[src/rtl/serial_addsub_word.sv]
// serial_addsub_word
// Bit-serial adder/subtractor with word framing. Operands arrive LSB-first,
// one bit pair per accepted cycle. Each word produces a registered serial sum
// stream, the assembled parallel result, and final carry / signed-overflow
// flags. Carry is re-initialised at every start, so consecutive words are
// fully independent.
module serial_addsub_word #(
  parameter  int WIDTH = 8,
  localparam int CNT_W = $clog2(WIDTH)
) (
  input  logic             clk,
  input  logic             rst_n,
  input  logic             start,
  input  logic             sub,
  input  logic             inA,
  input  logic             inB,
  input  logic             in_valid,
  output logic             sum,
  output logic             sum_valid,
  output logic             busy,
  output logic             done,
  output logic [WIDTH-1:0] sum_word,
  output logic             carry_out,
  output logic             overflow
);

  typedef enum logic [1:0] {
    S_IDLE = 2'd0,
    S_RUN  = 2'd1,
    S_DONE = 2'd2
  } state_t;

  state_t           state;
  state_t           state_nxt;

  logic             mode;       // latched operation: 0 = add, 1 = subtract
  logic             carry;      // running carry between bit positions
  logic [CNT_W-1:0] cnt;        // index of the next bit to consume

  logic             b_eff;      // B bit after optional inversion for subtract
  logic             bit_sum;    // full-adder sum for the current bit pair
  logic             carry_nxt;  // full-adder carry for the current bit pair
  logic             take_start; // a new word begins at this edge
  logic             consume;    // a bit pair is accepted at this edge
  logic             last_bit;   // the accepted bit pair is the word's MSB

  // Full-adder slice and handshake qualifiers for the current cycle.
  // NOTE: every signal written in always_comb gets a value on every path
  // (defaults first), otherwise synthesis infers a latch.
  always_comb begin
    b_eff      = inB ^ mode;
    bit_sum    = inA ^ b_eff ^ carry;
    carry_nxt  = (inA & b_eff) | (inA & carry) | (b_eff & carry);
    take_start = start && ((state == S_IDLE) || (state == S_DONE));
    consume    = (state == S_RUN) && in_valid;
    last_bit   = consume && (cnt == CNT_W'(WIDTH - 1));
  end

  // State register.
  // NOTE: sequential state uses non-blocking assignments so every register
  // samples the pre-edge values, independent of block ordering.
  always_ff @(posedge clk or negedge rst_n) begin
    if (!rst_n) begin
      state <= S_IDLE;
    end else begin
      state <= state_nxt;
    end
  end

  // Next-state logic and state-decoded status outputs.
  always_comb begin
    state_nxt = state;
    busy      = 1'b0;
    done      = 1'b0;
    case (state)
      S_IDLE: begin
        if (take_start) state_nxt = S_RUN;
      end
      S_RUN: begin
        busy = 1'b1;
        if (last_bit) state_nxt = S_DONE;
      end
      S_DONE: begin
        done = 1'b1;
        // A start in the DONE cycle chains straight into the next word.
        state_nxt = take_start ? S_RUN : S_IDLE;
      end
      default: begin
        state_nxt = S_IDLE;
      end
    endcase
  end

  // Serial datapath: per-word initialisation, bit consumption and the
  // final flags captured together with the MSB.
  always_ff @(posedge clk or negedge rst_n) begin
    if (!rst_n) begin
      mode      <= 1'b0;
      carry     <= 1'b0;
      cnt       <= '0;
      sum       <= 1'b0;
      sum_valid <= 1'b0;
      sum_word  <= '0;
      carry_out <= 1'b0;
      overflow  <= 1'b0;
    end else begin
      // Only a consumed bit produces a fresh serial output; stalls, IDLE
      // and the start cycle all present sum_valid low.
      sum_valid <= consume;
      if (take_start) begin
        mode      <= sub;
        carry     <= sub;   // two's-complement +1 for subtract
        cnt       <= '0;
        sum_word  <= '0;
        carry_out <= 1'b0;
        overflow  <= 1'b0;
      end else if (consume) begin
        sum      <= bit_sum;
        carry    <= carry_nxt;
        sum_word <= {bit_sum, sum_word[WIDTH-1:1]};
        cnt      <= cnt + CNT_W'(1);
        if (last_bit) begin
          carry_out <= carry_nxt;
          // Signed overflow: carry into the MSB differs from carry out of it.
          overflow  <= carry ^ carry_nxt;
        end
      end
    end
  end

endmodule

[config.mk]
export PLATFORM = sky130hd
export DESIGN_NAME = serial_addsub_word
export DESIGN_NICKNAME = d
export VERILOG_FILES = /design/src/rtl/serial_addsub_word.sv
export SDC_FILE = /design/constraint.sdc
export NUM_CORES = 1
export LEC_CHECK = 0
export CAP_MARGIN = 10
export CELL_PAD_IN_SITES_DETAIL_PLACEMENT = 0
export CELL_PAD_IN_SITES_GLOBAL_PLACEMENT = 1
export CORE_ASPECT_RATIO = 1.75
export CORE_UTILIZATION = 35
export CTS_BUF_LIST = sky130_fd_sc_hd__clkbuf_4 sky130_fd_sc_hd__clkbuf_8 sky130_fd_sc_hd__clkbuf_16
export DETAILED_ROUTE_END_ITERATION = 10
export PLACE_DENSITY = 0.82
export SYNTH_ARGS = -nofsm -noshare
export SYNTH_HDL_FRONTEND = slang
export SYNTH_SLANG_ARGS = --single-unit
[constraint.sdc]
create_clock -name clk -period 1.71 [get_ports clk]
set_clock_uncertainty 0.1 [all_clocks]
set_input_delay 0.342 -clock clk [delete_from_list [all_inputs] [get_ports clk]]
set_output_delay 0.342 -clock clk [all_outputs]
set_load 0.02 [all_outputs]
==> impl_metrics.py, run 1 <==
metrics = {
    "status": {
        "status": "completed",
    },
    "timing": {
        "finalCritPeriodShare_pct": 98.1,
        "slew_headroom_pct": 84.1,
        "slew_viol_final": 0,
        "rsz0062_at_grt": "false",
        "worst_slew_pin_slew_ns": 0.238,
        "period_needed_ns": 1.68,
        "setup-violations-final": 0,
        "max_freq_ghz": 0.596,
        "finalHoldViolations": 0,
    },
    "placed_design": {
        "portBuffers": 20,
        "hpwl_mm": 1.15,
        "gp_congestion": 0.695,
    },
    "floorplan": {
        "die_h_um": 66.3,
        "core_area_sq_um": 2270,
        "start_util_pct": 36.4,
        "pin_count": 21,
        "dieArea_sq_um": 2570,
        "die_w_um": 38.7,
        "rows": 23,
    },
    "power": {
        "p_int_uw": 1180,
        "clockPowerShare_pct": 16.2,
        "power_density_nw_per_um2": 1680,
        "p_comb_share_pct": 44.2,
        "switching_share_pct": 37.7,
        "p_leak_uw": 0.000605,
        "power_switching_uw": 712,
        "irDropWorstVdd_v": 0.000917,
        "pwr-share-seq_pct": 39.6,
        "power_uw": 1890,
    },
    "synthesis": {
        "syn_area_per_cell_sq_um": 10.1,
        "netlist.area_leader.share_pct": 57.5,
        "synthTopCellsByArea": "dfrtp_1 (57%), nand2_1 (13%), a21oi_1 (5.4%), ha_1 (3.0%), fa_1 (2.4%)",
        "postSynthCellCount": 82,
        "synth_seq_area_share_pct": 57.5,
        "synth_top_area_cell": "dfrtp_1",
        "syn_nets": 92,
        "syn_area_sq_um": 827,
        "ys_ff_latch": 19,
        "synth_cell_types": 18,
        "yosys_warnings": 0,
    },
    "cts": {
        "hold_buffers": 0,
        "cts-htree-levels": 1,
        "cts_setup_buffers": 0,
        "root_buffer": "clkbuf_8",
        "clock-sinks": 19,
        "clk_pin_slew_ns": 0.07,
        "clockBufferDepth": 2,
        "clk_latency_ns": 0.25,
        "cts_buffers": 3,
        "cts_tree": "built",
    },
    "final_layout": {
        "final_core_util_pct": 49.4,
        "final_common_cell": "nand2_1",
        "drive_gt1_share_pct": 10.3,
        "area.growth.synth_to_final_pct": 35.9,
        "n_fill_cell": 226,
        "final_cell_mix": "nand2_1 (29), dfrtp_1 (19), clkdlybuf4s50_1 (14), a21oi_1 (9)",
        "diodes": 0,
        "nNetsFinal": 118,
    },
    "global_route": {
        "grt_use_total_pct": 15.8,
        "grt-ovfl-total": 0,
        "grt_pass1_wl_mm": 2.84,
        "grt_pass1_vias": 659,
        "antenna_found_initial": 0,
        "grt_max_degree": 20,
    },
    "routing": {
        "vias": 639,
        "drc": 0,
        "avgViaCountPerCell": 4.84,
        "avgRoutedWirePerCell_um": 12.0,
        "drtIter0Drc": 10,
        "ant_nets": 0,
        "routed_wl_mm": 1.59,
        "firstDrtPassIters": 4,
    },
    "worst_setup_path": {
        "end_kind": "output pin",
        "timing.critical_path.from_type": "flop",
        "path_max_fanout": 3,
        "crit_required_ns": 1.27,
        "path_class": "reg2out",
        "cpPeakStageDelay_ns": 0.61,
        "crit_chain": "clkdlybuf4s50_1",
        "cp_top_family": "buffers and inverters",
        "worstPathArrival_ns": 1.24,
        "path_buf_inv": 1,
        "cp_slowest_cell": "clkdlybuf4s50_1",
    },
    "min_path": {
        "holdCritPathClass": "in2async",
    },
    "job": {
        "cap_violations": 0,
    },
}
-- power by group through the flow --
stage / Combinational (uW) / Sequential, uW / Clock (uW)
6_report: 834 / 749 / 307
5_1_grt: 936 / 777 / 337
4_1_cts: 850 / 751 / 316
3_5_place_dp: 862 / 757 / 0
3_3_place_gp: 838 / 753 / 0
2_1_floorplan: 355 / 889 / 0
-- cell families (layout without fill, tap and decap cells) --
logic type / Yosys count / in the layout / share of synthesized area [%]
buffers and inverters: 5 / 30 / 3.48
adders and majority gates: 3 / 3 / 5.45
and+or+nand+nor: 41 / 41 / 23.0
muxes: 2 / 2 / 2.42
xor gates and xnor gates: 2 / 2 / 2.12
DFF: 19 / 19 / 57.5
AOI/OAI and AO/OA: 10 / 10 / 6.05
-- repair_timing --
item / in CTS / in global routing
resized for setup: 2 / 5
hold endpoints to repair: 0 / 0
setup endpoints to repair: 2 / 5
-- cell type report --
type,instances,area (sq um),area share (%)
multi-input cells,58,325,29.0
well taps,25,31.3,2.78
clock buffers,3,41.3,3.67
flip-flops and latches,19,475,42.3
clock inverters,1,5.00,0.445
inverters,2,7.51,0.668
repair buffers,24,238,21.2
-- Yosys cell counts --
cell type / count
nor2b_1: 3
nand4b_1: 1
dfrtp_1: 19
nand2b_1: 1
a21oi_1: 9
o21ai_0: 1
mux2i_1: 2
fa_1: 1
nor2_1: 2
buf_2: 2
inv_2: 1
inv_1: 1
nand3_1: 4
buf_6: 1
nand2_1: 29
xor2_1: 2
nand3b_4: 1
ha_1: 2
-- flip-flops by register name, summed over array words and instances, names as in the netlist --
signal     flops
sum_valid      1
mode           1
carry          1
cnt            3
overflow       1
state          2
carry_out      1
sum_word       8
sum            1
-- layer usage --
metal,global-route usage (%),share of wire [%],vias up
li1,-,-,314
met1,19.1,42,305
met2,25.0,52,15
met3,2.02,2.8,5
met4,10.3,3.0,0
met5,0,0,-
-- worst reg2reg max path, stage by stage (launching register included) --
cell     delay [ns]
dfrtp_1        0.39
xor2_1         0.17
fa_2           0.37
xor2_1         0.17
mux2i_1        0.14
nor2_1         0.05
-- worst paths after layout --
kind	start	endpoint	slack (ns)	depth (start not counted)
worst max-delay path	sum_word[7]	sum_word[7]	0.03	1
worst min-delay path	rst_n	sum_word[3]	0.32	2
worst max register to register	mode	overflow	0.20	5
worst min register to register	sum	sum	0.40	2
max in group asynchronous	rst_n	state[0]	0.99	2
min in group clk	sum	sum	0.40	2
-- stage by stage --
step           hold slack [ns]  cells  area [sq um]  setup TNS [ns]  worst slack (ns)
4_1_cts                  0.327    132          1110               0            0.0147
5_1_grt                  0.335    132          1120               0          0.000165
3_5_place_dp             0.376    128          1070          -0.479            -0.217
6_report                 0.317    132          1120               0            0.0325
3_3_place_gp             0.365    128          1070          -0.345            -0.174
2_1_floorplan          -0.0536     82           827               0             0.228
Power figures use the tool's default switching activity.
==> run 2, diff against run 1 <==
--- a/config.mk
+++ b/config.mk
@@ -9,10 +9,10 @@
 export CELL_PAD_IN_SITES_DETAIL_PLACEMENT = 0
 export CELL_PAD_IN_SITES_GLOBAL_PLACEMENT = 1
 export CORE_ASPECT_RATIO = 1.75
-export CORE_UTILIZATION = 35
+export CORE_UTILIZATION = 30
 export CTS_BUF_LIST = sky130_fd_sc_hd__clkbuf_4 sky130_fd_sc_hd__clkbuf_8 sky130_fd_sc_hd__clkbuf_16
 export DETAILED_ROUTE_END_ITERATION = 10
-export PLACE_DENSITY = 0.82
+export PLACE_DENSITY = 0.72
 export SYNTH_ARGS = -nofsm -noshare
 export SYNTH_HDL_FRONTEND = slang
 export SYNTH_SLANG_ARGS = --single-unit
==> run 2 against run 1 <==
Net effect:
- count of clock-buffer cells in the layout is the same
- final area is 1.2% higher
- maximum frequency shrank 0.12%
- sequential power about the same
- sequential share of layout area down 0.51 points
- non-clock buffer count is 1 higher
- first-iteration DRC count is 20% higher
- total power is 1.2% higher
- utilization shrank 4.9 points
- register-to-register slack barely moved
- die area rose by 16%
- via count increased by 1.7%
- critical endpoint unchanged
- largest cell class unchanged
- largest power group unchanged
==> impl_metrics.py, run 2 (same netlist as run 1, synthesis figures left out) <==
metrics = {
    "status": {
        "status": "completed",
    },
    "floorplan": {
        "pin_count": 21,
        "start_util_pct": 32.4,
        "core_area_sq_um": 2550,
        "die_h_um": 71.5,
        "rows": 24,
        "dieArea_sq_um": 2980,
        "die_w_um": 41.7,
    },
    "worst_setup_path": {
        "path_class": "reg2out",
        "path_buf_inv": 1,
        "path_max_fanout": 3,
        "crit_chain": "clkdlybuf4s50_1",
        "timing.critical_path.from_type": "flop",
        "cp_slowest_cell": "clkdlybuf4s50_1",
        "worstPathArrival_ns": 1.24,
        "cp_top_family": "buffers and inverters",
        "cpPeakStageDelay_ns": 0.61,
        "worst-r2r-cell-count": 5,
        "end_kind": "output pin",
        "crit_required_ns": 1.27,
        "cp.depth": 1,
    },
    "timing": {
        "setup-violations-final": 0,
        "max_freq_ghz": 0.595,
        "slew_viol_final": 0,
        "rsz0062_at_grt": "true",
        "finalHoldViolations": 0,
        "finalCritPeriodShare_pct": 98.2,
        "slew_headroom_pct": 79.4,
        "fin_hold_ws_ns": 0.323,
        "period_needed_ns": 1.68,
        "fin_ws_ns": 0.0305,
        "worst_slew_pin_slew_ns": 0.309,
    },
    "routing": {
        "avgViaCountPerCell": 4.85,
        "drtIter0Drc": 12,
        "ant_nets": 0,
        "vias": 650,
        "firstDrtPassIters": 4,
        "avgRoutedWirePerCell_um": 12.9,
        "drc": 0,
        "routed_wl_mm": 1.73,
    },
    "power": {
        "power_density_nw_per_um2": 1680,
        "p_leak_uw": 0.000643,
        "irDropWorstVdd_v": 0.000743,
        "power_uw": 1910,
    },
    "final_layout": {
        "seq_area_sq_um": 475,
        "fin_area_sq_um": 1140,
        "fin_cells": 134,
        "largest_reg_flops": 8,
        "n_fill_cell": 246,
        "area.growth.synth_to_final_pct": 37.5,
        "top_register": "sum_word",
        "drive_gt1_share_pct": 11.1,
        "top_regs": "sum_word: 8 flops, cnt: 3 flops, state: 2 flops",
        "final_common_cell": "nand2_1",
        "final_cell_mix": "nand2_1 (29), dfrtp_1 (19), clkdlybuf4s50_1 (12), a21oi_1 (9), dlymetal6s2s_1 (6)",
        "diodes": 0,
        "nNetsFinal": 119,
        "multi_input_area_sq_um": 325,
    },
    "cts": {
        "cts_setup_buffers": 0,
        "cts_tree": "built",
        "hold_buffers": 0,
        "clk_pin_slew_ns": 0.07,
        "clockBufferDepth": 2,
        "root_buffer": "clkbuf_8",
        "cts_buffers": 3,
        "cts-htree-levels": 1,
        "cts_resized": 2,
        "clk_latency_ns": 0.26,
        "clock-sinks": 19,
    },
    "placed_design": {
        "place_inst": 130,
        "portBuffers": 20,
        "postPlaceCellArea_sq_um": 1080,
        "gp_congestion": 0.702,
        "hpwl_mm": 1.27,
        "pre_cts_ws_ns": -0.232,
    },
    "global_route": {
        "grt-ovfl-total": 0,
        "grt_max_degree": 20,
        "antenna_found_initial": 0,
        "grt_pass1_wl_mm": 3.14,
        "grt_pass1_vias": 711,
        "grt_use_total_pct": 13.7,
    },
    "job": {
        "cap_violations": 0,
    },
    "min_path": {
        "holdCritPathClass": "in2async",
    },
}
==> run 2: worst paths after layout <==
kind / start / end / slack [ns]
max: sum_word[7] / sum_word[7] / 0.03
min: rst_n / state[0] / 0.32
max reg2reg: mode / overflow / 0.19
min reg2reg: sum / sum / 0.39
max in group asynchronous: rst_n / carry / 0.98
min in group clk: sum / sum / 0.39
==> run 2: area by class of cell <==
cell class,instances,share of cell area (%)
Clock inverter,1,0.440
Inverter,2,0.660
Clock buffer,3,3.63
Sequential cell,19,41.8
Timing Repair Buffer,25,22.0
Multi-Input combinational cell,58,28.6
Tap cell,26,2.86
==> run 2: through the flow <==
stage | TNS [ns] | utilization (%)
6_report | 0 | 44.6
3_5_place_dp | -0.569 | 42.2
2_1_floorplan | 0 | -
4_1_cts | 0 | 43.9
3_3_place_gp | -0.369 | 42.2
5_1_grt | -0.00525 | 44.6
==> run 2: worst register-to-register path, stage by stage (launching register included) <==
cell and delay (ns):
dfrtp_1 0.40, xor2_1 0.18, fa_2 0.37, xor2_1 0.17
mux2i_1 0.12, nor2_1 0.06
==> run 2: power by group <==
part	internal (uW)	switching, uW	total [uW]
registers	630	122	751
clock network	162	147	309
logic	397	455	852
total	1190	723	1910
==> run 2: metal layers <==
| metal | GRT usage (%) | share of wire (%) | up-vias |
|---|---|---|---|
| met4 | 9.68 | 2.3 | 0 |
| met1 | 14.1 | 39 | 321 |
| li1 | - | - | 313 |
| met3 | 1.51 | 2.6 | 4 |
| met5 | 0 | 0 | - |
| met2 | 24.8 | 56 | 12 |
